### src/rtl/aes_inv_cipher_sequencer.sv
// AES decryption round sequencer: drives op-select, state write and round-key index.
// Optional macro AES_SEQ_ABORT_EN: run low between LOAD and FARK aborts to IDLE.
module aes_inv_cipher_sequencer #(
    parameter int NUM_ROUNDS = 10
) (
    input  logic       clk,
    input  logic       reset_n,
    input  logic       run,
    input  logic       key_done,
    output logic       key_start,
    output logic [2:0] op_sel,
    output logic       state_we,
    output logic [3:0] round_key_idx,
    output logic       busy,
    output logic       ready
);

    typedef enum logic [3:0] {
        S_IDLE, S_LOAD, S_KEYWAIT, S_ARK0, S_ISR, S_ISB,
        S_ARK, S_IMC, S_FISR, S_FISB, S_FARK, S_DONE
    } state_t;

    localparam logic [3:0] NR = 4'(NUM_ROUNDS);
    localparam logic [2:0] OP_NOP  = 3'd0;
    localparam logic [2:0] OP_LOAD = 3'd1;
    localparam logic [2:0] OP_ISR  = 3'd2;
    localparam logic [2:0] OP_ISB  = 3'd3;
    localparam logic [2:0] OP_ARK  = 3'd4;
    localparam logic [2:0] OP_IMC  = 3'd5;

    state_t     state_q, state_d;
    logic [3:0] cnt_q, cnt_d;
    logic [2:0] op_sel_q, op_sel_d;
    logic       state_we_q, state_we_d;
    logic       key_start_q, key_start_d;
    logic [3:0] idx_q, idx_d;
    logic       busy_q, busy_d;
    logic       ready_q, ready_d;

    always_comb begin
        state_d = state_q;
        cnt_d   = cnt_q;
        unique case (state_q)
            S_IDLE:    if (run) state_d = S_LOAD;
            S_LOAD:    state_d = S_KEYWAIT;
            S_KEYWAIT: if (key_done) state_d = S_ARK0;
            S_ARK0: begin
                state_d = S_ISR;
                cnt_d   = NR - 4'd1;
            end
            S_ISR:     state_d = S_ISB;
            S_ISB:     state_d = S_ARK;
            S_ARK:     state_d = S_IMC;
            S_IMC: begin
                if (cnt_q > 4'd1) begin
                    cnt_d   = cnt_q - 4'd1;
                    state_d = S_ISR;
                end else begin
                    state_d = S_FISR;
                end
            end
            S_FISR:    state_d = S_FISB;
            S_FISB:    state_d = S_FARK;
            S_FARK:    state_d = S_DONE;
            S_DONE:    if (!run) state_d = S_IDLE;
            default:   state_d = S_IDLE;
        endcase
`ifdef AES_SEQ_ABORT_EN
        if (!run && state_q != S_IDLE && state_q != S_DONE) begin
            state_d = S_IDLE;
        end
`endif
        if (state_d == S_IDLE) cnt_d = NR;
    end

    // Outputs are decoded from the next state so they register alongside it.
    always_comb begin
        op_sel_d    = OP_NOP;
        key_start_d = 1'b0;
        idx_d       = idx_q;
        unique case (state_d)
            S_LOAD: begin
                op_sel_d    = OP_LOAD;
                key_start_d = 1'b1;
            end
            S_ARK0: begin
                op_sel_d = OP_ARK;
                idx_d    = NR;
            end
            S_ARK: begin
                op_sel_d = OP_ARK;
                idx_d    = cnt_d;
            end
            S_FARK: begin
                op_sel_d = OP_ARK;
                idx_d    = 4'd0;
            end
            S_ISR, S_FISR: op_sel_d = OP_ISR;
            S_ISB, S_FISB: op_sel_d = OP_ISB;
            S_IMC:         op_sel_d = OP_IMC;
            default:       op_sel_d = OP_NOP;
        endcase
        state_we_d = (op_sel_d != OP_NOP);
        busy_d     = (state_d != S_IDLE) && (state_d != S_DONE);
        ready_d    = (state_d == S_DONE);
    end

    always_ff @(posedge clk or negedge reset_n) begin
        if (!reset_n) begin
            state_q     <= S_IDLE;
            cnt_q       <= NR;
            op_sel_q    <= OP_NOP;
            state_we_q  <= 1'b0;
            key_start_q <= 1'b0;
            idx_q       <= 4'd0;
            busy_q      <= 1'b0;
            ready_q     <= 1'b0;
        end else begin
            state_q     <= state_d;
            cnt_q       <= cnt_d;
            op_sel_q    <= op_sel_d;
            state_we_q  <= state_we_d;
            key_start_q <= key_start_d;
            idx_q       <= idx_d;
            busy_q      <= busy_d;
            ready_q     <= ready_d;
        end
    end

    assign op_sel        = op_sel_q;
    assign state_we      = state_we_q;
    assign key_start     = key_start_q;
    assign round_key_idx = idx_q;
    assign busy          = busy_q;
    assign ready         = ready_q;

endmodule

### config.mk
export PLATFORM = sky130hd
export DESIGN_NAME = aes_inv_cipher_sequencer
export DESIGN_NICKNAME = d
export VERILOG_FILES = /design/src/rtl/aes_inv_cipher_sequencer.sv
export SDC_FILE = /design/constraint.sdc
export NUM_CORES = 1
export LEC_CHECK = 0
export ABC_AREA = 1
export BUFFER_PORTS_ARGS = -buffer_cell sky130_fd_sc_hd__buf_2
export CAP_MARGIN = 20
export CORE_MARGIN = 1.5
export CORE_UTILIZATION = 55
export DETAILED_ROUTE_END_ITERATION = 10
export MAX_ROUTING_LAYER = met4
export PLACE_DENSITY_LB_ADDON = 0.12
export SLEW_MARGIN = 0
export SYNTH_ARGS = -nofsm -noshare
export SYNTH_HDL_FRONTEND = slang
export SYNTH_SLANG_ARGS = --single-unit
### constraint.sdc
create_clock -name clk -period 2.2 [get_ports clk]
set_input_delay 0.11 -clock clk [delete_from_list [all_inputs] [get_ports clk]]
set_output_delay 0.11 -clock clk [all_outputs]
set_load 0.01 [all_outputs]
==> impl_metrics.csv <==
group,metric,value,unit
floorplanning,std_cell_rows,15,
place,routabilityCongestion,0.850,
timing,layout_min_cycle_time,1.75,ns
floorplanning,ioPinCount,15,
timing,finClkSkew,0.00386,ns
global_route,antenna_found_initial,0,
hold_path,hold_class,"input pin to flop",
yosys,syn_inst,120,
worst_setup_path,cp-end-kind,"flop",
global_route,grt_pass1_wl,2.97,mm
timing,finalSetupViolations,0,
floorplanning,initial_utilization,0.603,
yosys,synth_edf_count,0,
place,port_buffers,14,
clock_tree,clk_pin_slew,0.10,ns
detailed_routing,vias_per_cell,4.81,
floorplanning,fp.dieArea,2230,µm²
detailed_routing,ant_nets,0,
yosys,ys_async_sr_fraction,1.00,
global_route,grt_util_all_layers,0.200,
place,place_ws,0.457,ns
timing,whs,0.142,ns
layout,syn2layout_area_growth,10.1,%
worst_setup_path,cpMostUsedCell,"nand2_1",
worst_setup_path,critical-path-max-stage-delay,0.55,ns
timing,tightest_slew,0.403,ns
detailed_routing,routed_wl,1.74,mm
clock_tree,clkLatencyLatePin,0.29,ns
timing,finalSetupTns,0,ns
yosys,synth_top_flop_cell,"dfrtp_1",
yosys,avgSynthCellArea,8.96,µm²
worst_setup_path,r2r-end,"round_key_idx[0]$_DFFE_PN0P_",
layout,postLayoutCoreUtil,0.664,
detailed_routing,drtIter0Drc,12,
layout,final_nets,143,
pwr,p_leak,0.619,nW
clock_tree,clk_path_buf_depth,2,
global_route,grt_pass1_vias,692,
clock_tree,cts_made_buffers,3,
clock_tree,cts_sinks,19,
clock_tree,cts_resized,0,
place,placedInstanceArea,1150,µm²
floorplanning,die_h,47.2,µm
worst_setup_path,arrival,1.94,ns
yosys,seq_area_frac_synth,0.445,
yosys,synthDistinctLibCells,29,
outcome,status,"finished, final reports clean",
worst_setup_path,critPathSlowestCell,"dfstp_2",
job,drv_cap,0,
pwr,powerDensity,1470,nW/µm²
worst_setup_path,r2r_start,"cnt_q[1]$_DFF_PN1_",
yosys,syn_nets,126,
worst_setup_path,worstRegToRegCells,14,
global_route,grt_start_max_net_pins,20,
yosys,yosys_warnings,0,
pwr,ir_worst_vdd,0.000832,V
layout,final_area,1180,µm²
pwr,total_power,1.74,mW
timing,max_freq,0.571,GHz
yosys,ys_top_cells_by_area,"dfrtp_1 (40%), nand2_1 (7.7%), nand2_4 (6.3%), nor2_1 (5.2%), dfstp_2 (4.9%)",
timing,finalHoldViolCount,0,
worst_setup_path,path_cells,"inv_1, ha_1, inv_1, nand2_1, nand2_1, inv_1, nand2_4, nand2_4, nor2_8, nand2_4, inv_4, nor2_4, nand2_1, nand2_1",
detailed_routing,dr.pass1.iters,4,
timing,rsz0062_at_grt,"false",
worst_setup_path,crit_path_start_kind,"flop",
detailed_routing,drcViolationCount,0,
layout,fin_cells,161,
clock_tree,htreeDepth,1,
timing,slew_headroom,0.731,
worst_setup_path,crit_type,"flop to flop",
detailed_routing,drt-wirelength-per-cell,10.8,µm
worst_setup_path,crit_end,"round_key_idx[0]$_DFFE_PN0P_",
place,dp_hpwl,1.41,mm
place,dp.cells,156,
timing,timing.final.crit_share,0.796,
layout,drive_gt1_frac,0.360,
floorplanning,core,1780,µm²
layout,diodes,0,
detailed_routing,vias,774,
yosys,yosysTopAreaCell,"dfrtp_1",
timing,worst_slack,0.449,ns
global_route,grt_overflow_total,0,
clock_tree,root_buffer,"clkbuf_4",
yosys,yosysTopAreaCellShare,0.396,
timing,finalMaxSlewViolations,0,
worst_setup_path,cp_max_fo,3,
worst_setup_path,setup.worst_path.start,"cnt_q[1]$_DFF_PN1_",
worst_setup_path,required,2.39,ns
worst_setup_path,ff2ff_setup_slack,0.45,ns
yosys,synth.cell_area,1070,µm²
clock_tree,tritoncts,"done",
floorplanning,die_x,47.2,µm
yosys,synth.ff_latch_count,19,
## how the worst min path moves through the flow
stage	from	endpoint	slack [ns]	cells past startpoint
5_1_grt	run	key_start$_DFF_PN0_	0.16	3
4_1_cts	run	key_start$_DFF_PN0_	0.13	3
2_1_floorplan	reset_n	busy$_DFF_PN0_	-0.19	0
6_report	run	key_start$_DFF_PN0_	0.14	3
3_3_place_gp	reset_n	op_sel[0]$_DFF_PN0_	0.06	1
3_5_place_dp	reset_n	op_sel[0]$_DFF_PN0_	0.07	1
## cells in the final DEF (no fill, tap or decap), types with 3 or more instances in the layout
cell / count
nor2_4: 4
nand2_2: 6
clkbuf_4: 3
inv_1: 12
nor2_1: 15
nand2_1: 22
dfrtp_1: 17
inv_2: 6
nand2_4: 6
buf_2: 14
nor2_2: 3
a21oi_1: 5
## layout make-up
cell class	instances	area, µm²
Fill cell	162	599
Multi-Input combinational cell	79	493
Sequential cell	19	478
Timing Repair Buffer	15	80.1
Inverter	19	73.8
Tap cell	25	31.3
Clock buffer	3	22.5
Clock inverter	1	5.00
## power by group
| group | switching [mW] | internal [mW] | total (mW) | leakage, nW |
|---|---|---|---|---|
| Combinational | 0.593 | 0.348 | 0.941 | 0.373 |
| Sequential | 0.122 | 0.505 | 0.627 | 0.228 |
| Clock | 0.102 | 0.0676 | 0.170 | 0.0177 |
## cell families (layout without fill, tap and decap cells)
kind of cell               Yosys count  in the layout  synth area share
buffers and inverters               22             38            0.0966
and+or+nand+nor                     61             61             0.331
DFF                                 19             19             0.445
AOI/OAI and AO/OA                   14             14            0.0885
xor gates and xnor gates             2              2            0.0163
adders and majority gates            2              2            0.0233
## metal layers
metal / part of all wire / track usage / up-vias
met2: 0.49 / 0.315 / 11
li1: - / - / 403
met4: 0.013 / 0.0833 / 0
met3: 0.017 / 0.0231 / 4
met5: 0 / - / -
met1: 0.48 / 0.260 / 356
## flip-flops by register name, indices dropped and copies added (netlist names)
signal         flops
busy               1
cnt_q              4
key_start          1
op_sel             3
ready              1
round_key_idx      4
state_q            4
state_we           1
## cell usage after synthesis (all sizes together) (2+ instances only)
master,count
a21oi,5
inv,19
o21ai,4
dfrtp,17
ha,2
dfstp,2
nand3,2
buf,3
nand2,34
nor2,23
## worst max-delay path: cells and delay by family (launching register included)
| kind | cells | cell delay [ns] |
|---|---|---|
| adder cells (fa/ha/maj) | 1 | 0.20 |
| flip-flops | 1 | 0.55 |
| AND/OR/NAND/NOR | 9 | 0.64 |
| buffers and inverters | 4 | 0.28 |
## timing repair
action | in CTS | in global routing
endpoints found under the hold margin | 17 | 0
hold buffers | 1 | 0
setup buffers | 0 | 0
No activity file was read; power rests on OpenSTA's default activity.
